==> src/rtl/perceptron_sample_feeder_if.sv <==
// Trainer-side handshake and sample bus between the sample feeder (master)
// and the perceptron training controller (slave).
interface perceptron_sample_feeder_if #(
    parameter int DATA_W = 8
);
    logic                     start;
    logic                     ready;
    logic                     ldcnt;
    logic                     ldx1;
    logic signed [DATA_W-1:0] x1;
    logic signed [DATA_W-1:0] x2;
    logic signed [DATA_W-1:0] t;

    modport master (
        output start, x1, x2, t,
        input  ready, ldcnt, ldx1
    );

    modport slave (
        input  start, x1, x2, t,
        output ready, ldcnt, ldx1
    );
endinterface

==> src/rtl/perceptron_sample_feeder.sv <==
// Host-side sample feeder for the perceptron trainer: holds the training set,
// issues the start pulse, serves samples round-robin and tracks epochs/errors.
module perceptron_sample_feeder #(
    parameter int DATA_W       = 8,
    parameter int NSAMP        = 4,
    parameter int AW           = 2,
    parameter int START_CYCLES = 2,
    parameter int EPOCH_MAX    = 255,
    parameter int EW           = 8
) (
    input  logic                     clk,
    input  logic                     rst,
    input  logic                     go,
    input  logic                     wr_en,
    input  logic [AW-1:0]            wr_addr,
    input  logic signed [DATA_W-1:0] wr_x1,
    input  logic signed [DATA_W-1:0] wr_x2,
    input  logic signed [DATA_W-1:0] wr_t,
    perceptron_sample_feeder_if.master tif,
    output logic                     busy,
    output logic                     done,
    output logic [EW-1:0]            epochs,
    output logic [15:0]              samples_fed,
    output logic                     overrun,
    output logic                     proto_err
);

    localparam logic [AW-1:0] LAST_IDX  = AW'(NSAMP - 1);
    localparam logic [3:0]    START_END = 4'(START_CYCLES - 1);
    localparam logic [EW-1:0] EMAX      = EW'(EPOCH_MAX);

    typedef enum logic [2:0] {
        S_IDLE,
        S_START,
        S_WAIT_BUSY,
        S_RUN,
        S_DONE
    } state_t;

    state_t          state;
    logic [AW-1:0]   idx;
    logic [AW-1:0]   idx_next;
    logic [3:0]      scnt;

    logic signed [DATA_W-1:0] mem_x1 [2**AW];
    logic signed [DATA_W-1:0] mem_x2 [2**AW];
    logic signed [DATA_W-1:0] mem_t  [2**AW];

    function automatic logic [EW-1:0] sat_inc_epochs(input logic [EW-1:0] v);
        return (v >= EMAX) ? v : v + 1'b1;
    endfunction

    // Sample pointer for the next cycle; ldcnt takes priority over ldx1.
    always_comb begin
        idx_next = idx;
        case (state)
            S_IDLE: if (go) idx_next = '0;
            S_RUN: begin
                if (tif.ldcnt)
                    idx_next = '0;
                else if (tif.ldx1)
                    idx_next = (idx == LAST_IDX) ? '0 : idx + 1'b1;
            end
            default: ;
        endcase
    end

    always_ff @(posedge clk or negedge rst) begin
        if (!rst) begin
            state       <= S_IDLE;
            idx         <= '0;
            scnt        <= '0;
            tif.start   <= 1'b0;
            busy        <= 1'b0;
            done        <= 1'b0;
            epochs      <= '0;
            samples_fed <= '0;
            overrun     <= 1'b0;
            proto_err   <= 1'b0;
        end else begin
            idx  <= idx_next;
            done <= 1'b0;
            case (state)
                S_IDLE: begin
                    if (go) begin
                        epochs      <= '0;
                        samples_fed <= '0;
                        overrun     <= 1'b0;
                        proto_err   <= 1'b0;
                        scnt        <= '0;
                        tif.start   <= 1'b1;
                        busy        <= 1'b1;
                        state       <= S_START;
                    end
                end
                S_START: begin
                    scnt <= scnt + 4'd1;
                    if (scnt == START_END) begin
                        tif.start <= 1'b0;
                        state     <= S_WAIT_BUSY;
                    end
                end
                S_WAIT_BUSY: begin
                    if (!tif.ready) state <= S_RUN;
                end
                S_RUN: begin
                    if (tif.ldcnt) begin
                        epochs <= sat_inc_epochs(epochs);
                        if (sat_inc_epochs(epochs) == EMAX) overrun <= 1'b1;
                        if (tif.ldx1) proto_err <= 1'b1;
                    end else if (tif.ldx1) begin
                        samples_fed <= samples_fed + 16'd1;
                    end
                    if (tif.ready) begin
                        busy  <= 1'b0;
                        done  <= 1'b1;
                        state <= S_DONE;
                    end
                end
                S_DONE: begin
                    if (!go) state <= S_IDLE;
                end
                default: state <= S_IDLE;
            endcase
            // Strobes are only legal while the trainer is running; this overrides the clear on go.
            if (state != S_RUN && (tif.ldx1 || tif.ldcnt)) proto_err <= 1'b1;
        end
    end

    // Training-set RAM: host writes only while the trainer is not using it.
    always_ff @(posedge clk) begin
        if (wr_en && (state == S_IDLE || state == S_DONE)) begin
            mem_x1[wr_addr] <= wr_x1;
            mem_x2[wr_addr] <= wr_x2;
            mem_t[wr_addr]  <= wr_t;
        end
    end

    // Output stage: registered from idx_next so the sample matches idx at any ldx1.
    always_ff @(posedge clk or negedge rst) begin
        if (!rst) begin
            tif.x1 <= '0;
            tif.x2 <= '0;
            tif.t  <= '0;
        end else begin
            tif.x1 <= mem_x1[idx_next];
            tif.x2 <= mem_x2[idx_next];
            tif.t  <= mem_t[idx_next];
        end
    end

endmodule

==> src/flat_wrapper.sv <==
// flat-port wrapper written by rule: the top's interface ports become plain ports
module perceptron_sample_feeder_flat 
#(
    parameter int DATA_W       = 8,
    parameter int NSAMP        = 4,
    parameter int AW           = 2,
    parameter int START_CYCLES = 2,
    parameter int EPOCH_MAX    = 255,
    parameter int EW           = 8
)
  (clk, rst, go, wr_en, wr_addr, wr_x1, wr_x2, wr_t, busy, done, epochs, samples_fed, overrun, proto_err, tif_start, tif_x1, tif_x2, tif_t, tif_ready, tif_ldcnt, tif_ldx1);
  perceptron_sample_feeder_if #(.DATA_W(DATA_W)) tif_i ();
  input  logic clk;
  input  logic rst;
  input  logic go;
  input  logic wr_en;
  input  logic [AW-1:0] wr_addr;
  input  logic signed [DATA_W-1:0] wr_x1;
  input  logic signed [DATA_W-1:0] wr_x2;
  input  logic signed [DATA_W-1:0] wr_t;
  output logic busy;
  output logic done;
  output logic [EW-1:0] epochs;
  output logic [15:0] samples_fed;
  output logic overrun;
  output logic proto_err;
  output wire logic [$bits(tif_i.start)-1:0] tif_start;
  output wire logic [$bits(tif_i.x1)-1:0] tif_x1;
  output wire logic [$bits(tif_i.x2)-1:0] tif_x2;
  output wire logic [$bits(tif_i.t)-1:0] tif_t;
  input wire logic [$bits(tif_i.ready)-1:0] tif_ready;
  input wire logic [$bits(tif_i.ldcnt)-1:0] tif_ldcnt;
  input wire logic [$bits(tif_i.ldx1)-1:0] tif_ldx1;
  assign tif_start = tif_i.start;
  assign tif_x1 = tif_i.x1;
  assign tif_x2 = tif_i.x2;
  assign tif_t = tif_i.t;
  assign tif_i.ready = tif_ready;
  assign tif_i.ldcnt = tif_ldcnt;
  assign tif_i.ldx1 = tif_ldx1;
  perceptron_sample_feeder #(.DATA_W(DATA_W), .NSAMP(NSAMP), .AW(AW), .START_CYCLES(START_CYCLES), .EPOCH_MAX(EPOCH_MAX), .EW(EW)) u_core (.clk(clk), .rst(rst), .go(go), .wr_en(wr_en), .wr_addr(wr_addr), .wr_x1(wr_x1), .wr_x2(wr_x2), .wr_t(wr_t), .tif(tif_i), .busy(busy), .done(done), .epochs(epochs), .samples_fed(samples_fed), .overrun(overrun), .proto_err(proto_err));
endmodule
==> config.mk <==
export PLATFORM = sky130hd
export DESIGN_NAME = perceptron_sample_feeder_flat
export DESIGN_NICKNAME = d
export VERILOG_FILES = /design/src/rtl/perceptron_sample_feeder_if.sv /design/src/rtl/perceptron_sample_feeder.sv /design/src/flat_wrapper.sv
export SDC_FILE = /design/constraint.sdc
export NUM_CORES = 1
export LEC_CHECK = 0
export ABC_AREA = 1
export ABC_CLOCK_PERIOD_IN_PS = 3900
export BUFFER_PORTS_ARGS = -buffer_cell sky130_fd_sc_hd__buf_4
export CAP_MARGIN = 20
export CELL_PAD_IN_SITES_DETAIL_PLACEMENT = 1
export CELL_PAD_IN_SITES_GLOBAL_PLACEMENT = 2
export CORE_ASPECT_RATIO = 0.75
export CORE_MARGIN = 5
export CORE_UTILIZATION = 38
export DETAILED_ROUTE_END_ITERATION = 8
export PLACE_DENSITY = 0.8
export SLEW_MARGIN = 20
export SYNTH_ARGS = -nofsm -noshare
export SYNTH_HDL_FRONTEND = slang
export SYNTH_SLANG_ARGS = --single-unit
==> constraint.sdc <==
create_clock -name clk -period 3.9 [get_ports clk]
set_input_delay 1.17 -clock clk [delete_from_list [all_inputs] [get_ports clk]]
set_output_delay 1.17 -clock clk [all_outputs]
set_load 0.1 [all_outputs]
Yosys cells after proc, flatten, opt, wreduce, memory -nomap -nowiden. Memory sizes are Yosys's and may differ from the RTL's. A register that Yosys moved wholly into a read port is not among the register bits. Cells that the tools add are included.

$add $sub $neg: 4. Multipliers: 0. Divide/modulo/power cells: 0. Magnitude comparators: 1. Equality and inequality tests: 20. Shift-type cells: 0. Muxes and demuxes: 38. Bitwise operators: 0. Reductions and logical operators: 19.

Operators with widths (count): $mux W16 (3); $pmux W16 S2 (1); $mux W8 (3); $add A16 B1 Y16 const B (1); $pmux W8 S2 (1); $mux W3 (5); $pmux W3 S5 (1); $ne A2 B2 Y1 const B (7); $mux W1 (13); $ne A3 B2 Y1 const B (4); $reduce_and A4 Y1 (3); $reduce_and A3 Y1 (3); $add A8 B1 Y8 const B (1); $eq A8 B8 Y1 const B (1); $ge A8 B8 Y1 const B (1); $mux W2 (4); $pmux W1 S2 (4); $pmux W4 S2 (1); $eq A3 B2 Y1 const B (2); $reduce_and A5 Y1 (1); $add A4 B1 Y4 const B (1); $eq A4 B1 Y1 const B (1); $mux W4 (1); $ne A2 B1 Y1 const B (2); 12 further kinds (17).

Flip-flop bits (word level): 38. Latch bits: 0. RAM bits: 96. Bits in read-only memories: 0. Bits of input ports: 33. Output and inout bits: 53. Word-level logic and storage cells: 95. Memories kept: 3.

Memories: u_core.mem_t (depth 4, bits a word 8, rd ports 1, clocked after memory_dff 1, wr ports 1, RTL line perceptron_sample_feeder.sv:47) `logic signed [DATA_W-1:0] mem_t [2**AW];`; u_core.mem_x1 (depth 4, bits a word 8, rd ports 1, clocked after memory_dff 1, wr ports 1, RTL line perceptron_sample_feeder.sv:45) `logic signed [DATA_W-1:0] mem_x1 [2**AW];`; u_core.mem_x2 (depth 4, bits a word 8, rd ports 1, clocked after memory_dff 1, wr ports 1, RTL line perceptron_sample_feeder.sv:46) `logic signed [DATA_W-1:0] mem_x2 [2**AW];`.

Longest topological paths before layout. Gate-level depths: netlist of run 1.

Depth in word-level cells: 6. Gate-level depth with buffers: 13. Mapped depth without buffers: 13.

Worst setup path before layout of run 1. Ideal clock, no wire load.

Path kind: input-to-reg. Start: input port wr_en. End: memory u_core.mem_t[0][0] (enable). Library setup time: 0.435 ns. Data arrival time: 2.928 ns. Required time: 3.465 ns. Setup slack: 0.537 ns. Cell stages on the path: 2. Path buffers: 0. Path through: nand2_1 -> nor3_1.

Longest elaborated chain between the ends: 3.

Ends and longest elaborated chain: start: declaration (RTL line flat_wrapper.sv:16) `input logic wr_en;`; $logic_and A1 B1 Y1 (RTL line perceptron_sample_feeder.sv:132) `if (wr_en && (state == S_IDLE || state == S_DONE)) begin`; $mux W1 (RTL line perceptron_sample_feeder.sv:132); $mux W1 (implied by the code) (RTL line perceptron_sample_feeder.sv:135) `mem_t[wr_addr] <= wr_t;`; end: declaration (RTL line perceptron_sample_feeder.sv:47).

No other way between the ends.

Final worst setup path of run 1.
Start: input port go. End: register u_core.tif.t[1], read port of u_core.mem_t.

Longest elaborated chain between the ends: 2.

Ends and longest elaborated chain: start: declaration (RTL line flat_wrapper.sv:15) `input logic go;`; $mux W2 (RTL line perceptron_sample_feeder.sv:57) `S_IDLE: if (go) idx_next = '0;`; $pmux W2 S2 (RTL line perceptron_sample_feeder.sv:56) `case (state)`; end: declaration (RTL line perceptron_sample_feeder_if.sv:15) `output start, x1, x2, t,`.

No other way between the ends. A chain may end at the register's enable or synchronous reset.

==> flow_summary.toml, run 1 <==
[outcome]
status = "finished clean"

[logic_synthesis]
synth_top_area_share_pct = 45.2
synth_edf_count = 96
ys_ff_latch = 158
ys_async_sr_fraction_pct = 39.2
seq_area_frac_synth_pct = 69.5
synthFlopType = "edfxtp_1"
yosys.area.top_type = "edfxtp_1"
synthTopCellsByArea = "edfxtp_1 (45%), dfrtp_1 (24%), o21ai_0 (5.6%)"
netlist_top_cells_count = "edfxtp_1 (96), nor2_1 (75), o21ai_0 (71)"
synth.most_common_cell = "edfxtp_1"
synth_nets = 588
avgSynthCellArea_um2 = 11.6
synth_cell_types = 34
ys_warn_count = 0
netlist_area_um2 = 6380
synthCells = 550

[floorplan]
core-area_um2 = 16700
die-height_um = 122
ios = 86
num_rows = 41
die-area_um2 = 19500
die_x_um = 160
initial_utilization_pct = 38.3

[finish]
area_growth_pct = 22.4
multi_input_area_um2 = 1700
seqCellArea_um2 = 4430
nNetsFinal = 681
n_antenna_cell = 0
drive_gt1_share_pct = 21.6
fill_cells = 1790

[routing]
drt_wl_total_um = 16400
viasPerCell = 5.18
wl_per_cell_um = 18.8
drt_iter0_drc = 242
first_pass_iters = 4
vias = 4513
detail-route-antenna-nets = 0
drc = 0

[global_routing]
grtUsageMet2_pct = 28.0
gr-total-overflow = 0
antenna_found_initial = 0
grt_pass1_vias = 4730
grt_max_degree = 63
grt_util_all_layers_pct = 17.2
use_met3_pct = 4.20
met1_usage_pct = 22.4
top_usage_layer = "met2"
grt_pass1_wl_um = 25700

[sta]
worst_slack_ps = 1250
setup_violations = 0
hold_violations = 0
tightest_slew_ps = 880
fin_skew_ps = 13.4
rsz0062_at_grt = "false"
drv_slew = 0
slew_headroom_pct = 41.4
fmax_mhz = 377
tns_ps = 0
fin_crit_ps = 2650
period_share_pct = 68.0

[worst_setup_path]
startpoint_type = "input port"
arrival_ps = 2980
crit_fanout = 48
worstPathRequired_ps = 4230
cp-end-kind = "register"
worstSetupPathType = "in -> reg"

[pwr]
ir_drop_uv = 482
pwr_density_cell_nw_per_um2 = 801
leakagePower_nw = 3.10

[hold_path]
worstHoldPathType = "reg -> reg"

[place]
preCtsSetupSlack_ps = 840
finalWeightedCongestion = 0.826
place_hpwl_um = 10700
portBuffers = 85

[clocking]
cts_setup_buffers = 0
clock-sinks = 158
cts_buffer_depth = 2
clock_latency_ps = 420
h-tree-depth = 4
numCtsBuffers = 17
ctsHoldBuffers = 0
ctsResizeCount = 0
cts_root_buffer = "clkbuf_16"
clkSlewWorstSetupHoldPaths_ps = 60
cts_tree = "built"

[flow_run]
cap_violations = 0
metal layers:
metal	vias up	routed length [µm]	part of all wire (%)
li1	2125	-	-
met1	2269	7640	47
met2	94	7760	47
met3	25	654	4.0
met4	0	299	1.8
met5	-	0	0
critical path: stages:
cell,delay [ps]
buf_4,110
nand2_4,150
nand3_1,140
nand2_2,260
inv_2,700
o21ai_0,240
o22ai_1,170
state kept, by name, indices dropped and copies added, names as in the netlist, 2 cells and up:
| name | count |
|---|---|
| u_core.epochs | 8 |
| u_core.tif.x1 | 8 |
| u_core.mem_t | 32 |
| u_core.scnt | 4 |
| u_core.mem_x1 | 32 |
| u_core.idx | 2 |
| u_core.tif.x2 | 8 |
| u_core.tif.t | 8 |
| u_core.samples_fed | 16 |
| u_core.state | 3 |
| u_core.mem_x2 | 32 |
report_power, final:
part	switching, mW	total (mW)	internal, mW
clock	0.660	1.57	0.914
combinational	2.00	2.48	0.481
sequential	0.161	2.21	2.05
total	2.82	6.26	3.44
cell type report:
class	count	area share [%]
Multi-Input combinational cell	332	21.8
Clock buffer	20	5.84
Clock inverter	12	1.39
Tap cell	215	3.44
Inverter	43	2.07
Sequential cell	158	56.7
Timing Repair Buffer	91	8.74
path summary, 6_finish.rpt:
check | from | end | slack [ps] | depth (start not counted)
setup / recovery | go | u_core.tif.t[1] | 1250 | 7
setup reg to reg | u_core.state[2] | u_core.tif.t[1] | 1280 | 9
hold reg to reg | u_core.overrun | u_core.overrun | 490 | 2
max in group asynchronous | rst | u_core.tif.x2[2] | 2460 | 1
hold / removal | u_core.overrun | u_core.overrun | 490 | 2
min in group asynchronous | rst | u_core.samples_fed[12] | 870 | 1
metrics by stage:
step           instances  hold slack, ps  cell area, µm²  utilization [%]  power (mW)
2_1_floorplan        550             458            6380                -        4.14
3_5_place_dp         839             476            7250             43.5        4.73
6_report             871             486            7820             46.9        6.26
3_3_place_gp         839             457            7250             43.5        4.65
5_1_grt              871             512            7820             46.9        6.55
4_1_cts              871             491            7820             46.9        6.33
placed cells by master (no fill, tap or decap), types with 3 or more instances in the layout:
cell | synthesis | layout
nor3_2 | 0 | 4
edfxtp_1 | 96 | 96
clkbuf_16 | 0 | 17
ha_1 | 5 | 5
nand3_1 | 32 | 32
a21oi_1 | 7 | 7
nand2_2 | 3 | 3
inv_6 | 0 | 3
nand4_1 | 12 | 12
o22ai_1 | 26 | 26
clkinvlp_4 | 0 | 3
o21ai_0 | 71 | 71
nor2_1 | 75 | 75
nand2_1 | 65 | 65
inv_1 | 40 | 40
inv_2 | 3 | 3
nor3_1 | 13 | 9
buf_4 | 2 | 91
dfrtp_1 | 62 | 62
kinds of logic after synthesis:
group                    count (synthesis)  share of synthesized area (%)
adder cells (fa/ha/maj)                  5                          0.980
AND/OR/NAND/NOR                        212                           15.2
XOR/XNOR                                 2                          0.275
buffers and inverters                   60                           4.18
AO/OA/AOI/OAI                          113                           9.92
flip-flops                             158                           69.5
Note: power is estimated with default switching activity, not from simulation.
==> run 2, diff against run 1 <==
--- a/config.mk
+++ b/config.mk
@@ -6,7 +6,7 @@
 export NUM_CORES = 1
 export LEC_CHECK = 0
 export ABC_AREA = 1
-export ABC_CLOCK_PERIOD_IN_PS = 3900
+export ABC_CLOCK_PERIOD_IN_PS = 2550
 export BUFFER_PORTS_ARGS = -buffer_cell sky130_fd_sc_hd__buf_4
 export CAP_MARGIN = 20
 export CELL_PAD_IN_SITES_DETAIL_PLACEMENT = 1
==> constraint.sdc (replaced) <==
create_clock -name clk -period 2.55 [get_ports clk]
set_input_delay 0.765 -clock clk [delete_from_list [all_inputs] [get_ports clk]]
set_output_delay 0.765 -clock clk [all_outputs]
set_load 0.1 [all_outputs]
==> flow_summary.toml, run 2 (same netlist as run 1, synthesis figures left out) <==
[worst_setup_path]
worstSetupPathType = "reg -> reg"
crit_slowest_cell = "inv_2"
worst_path_dominant_cell_family = "buffers and inverters"
arrival_ps = 2600
startpoint_type = "register"
r2r_slack_ps = 260
crit_fanout = 48
worstPathRequired_ps = 2870
cp-end-kind = "register"
ff2ff_path_depth = 9
critPathMaxStageDelay_ps = 610
critPathMostFrequentCell = "nand2_2"
cp_cell_sequence = "inv_1 -> nand2_2 -> nor2_2 -> nand2_4 -> nand3_1 -> nand2_2 -> inv_2 -> o21ai_0 -> o22ai_1"
cp_num_buf_inv = 2
cp-startpoint = "u_core.state[2]"
reg2reg_to = "u_core.tif.x1[4]"
rr_startpoint = "u_core.state[2]"

[pwr]
leakagePower_nw = 3.14
pwr_density_cell_nw_per_um2 = 1240
ir_drop_uv = 746

[place]
finalWeightedCongestion = 0.831
place_hpwl_um = 11000
placed_cell_area_um2 = 7290
portBuffers = 85

[routing]
first_pass_iters = 4
drc = 0
routed.top_layer = "met4"
detail-route-antenna-nets = 0
wl_met1_um = 7870
viasPerCell = 5.21
vias = 4558
wl_per_cell_um = 19.4
drt_iter0_drc = 299
wl_met2_um = 8240
drt_wl_total_um = 16900
wl_met3_um = 651

[sta]
tightest_slew_ps = 833
rsz0062_at_grt = "false"
drv_slew = 0
tns_ps = 0
fmax_mhz = 437
setup_violations = 0
fin_skew_ps = 9.77
hold_violations = 0
slew_headroom_pct = 44.4
fin_crit_ps = 2290
period_share_pct = 89.7

[clocking]
h-tree-depth = 4
cts_setup_buffers = 0
ctsResizeCount = 0
clock_latency_ps = 420
ctsHoldBuffers = 0
numCtsBuffers = 17
clkSlewWorstSetupHoldPaths_ps = 60
cts_buffer_depth = 2
cts_root_buffer = "clkbuf_16"
cts_tree = "built"
clock-sinks = 158

[global_routing]
grt_pass1_wl_um = 26600
gr-total-overflow = 0
grt_max_degree = 50
grt_util_all_layers_pct = 17.8
antenna_found_initial = 0
grt_pass1_vias = 4895

[finish]
nNetsFinal = 685
fin_area_um2 = 7890
n_antenna_cell = 0
reg_top3 = "u_core.mem_t (32), u_core.mem_x1 (32), u_core.mem_x2 (32)"
area_growth_pct = 23.7
layout_commonest_cell = "edfxtp_1"
final_cell_mix = "edfxtp_1 (96), buf_4 (94), nor2_1 (75)"
drive_gt1_share_pct = 22.3

[hold_path]
worstHoldPathType = "in -> async"

[floorplan]
die-area_um2 = 19500
die_x_um = 160
initial_utilization_pct = 38.3
ios = 86
core-area_um2 = 16700
die-height_um = 122
num_rows = 41

[outcome]
status = "finished clean"

[flow_run]
cap_violations = 0
[run 2: changes by cell type in the layout (fill, tap and decap cells not counted), moves of 2 or more]
cell | previous run | this run
bufinv_16 | 1 | 3
inv_6 | 3 | 1
clkbuf_8 | 2 | 0
clkinv_1 | 2 | 0
buf_4 | 91 | 94
clkinv_4 | 2 | 5
[run 2: report_power, final]
| part | internal (mW) | switching, mW | total [mW] |
|---|---|---|---|
| sequential | 3.14 | 0.257 | 3.39 |
| combinational | 0.762 | 3.07 | 3.83 |
| clock | 1.55 | 1.04 | 2.58 |
| total | 5.45 | 4.36 | 9.81 |
[run 2: per-stage QoR]
step           setup slack, ps  utilization [%]  hold WS (ps)  std cells  power [mW]
2_1_floorplan             -408                -           458        550        6.33
3_3_place_gp               427             43.7           455        843        7.15
3_5_place_dp               296             43.7           473        843        7.27
4_1_cts                    246             47.3           292        875        9.90
5_1_grt                   60.8             47.3           309        875        10.3
6_report                   264             47.3           295        875        9.81
[run 2: final cells by class]
type,count,area [µm²]
flip-flops and latches,158,4430
clock inverters,13,168
inverters,43,161
clock buffers,19,433
repair buffers,95,726
multi-input cells,332,1700
fillers,1774,8780
well taps,215,269
[run 2: worst max-delay path by stage]
| stage | depth (start not counted) | endpoint |
|---|---|---|
| after global routing | 9 | u_core.tif.x1[4] |
| after floorplan | 2 | u_core.mem_t[0][0] |
| after CTS | 9 | u_core.tif.x1[4] |
| after global placement | 7 | u_core.tif.x2[7] |
| after detailed placement | 7 | u_core.tif.x2[3] |
| final | 9 | u_core.tif.x1[4] |
[run 2: per-layer routing]
metal,vias to the layer above,global-route usage [%]
li1,2141,-
met1,2317,23.2
met2,86,29.8
met3,14,4.87
met4,0,4.61
met5,-,0
[run 2: worst register-to-register path: stages (launching register included)]
cell     delay, ps
dfrtp_1        390
inv_1          130
nand2_2        100
nor2_2         180
nand2_4        140
nand3_1        110
nand2_2         80
inv_2          610
o21ai_0        230
o22ai_1        220
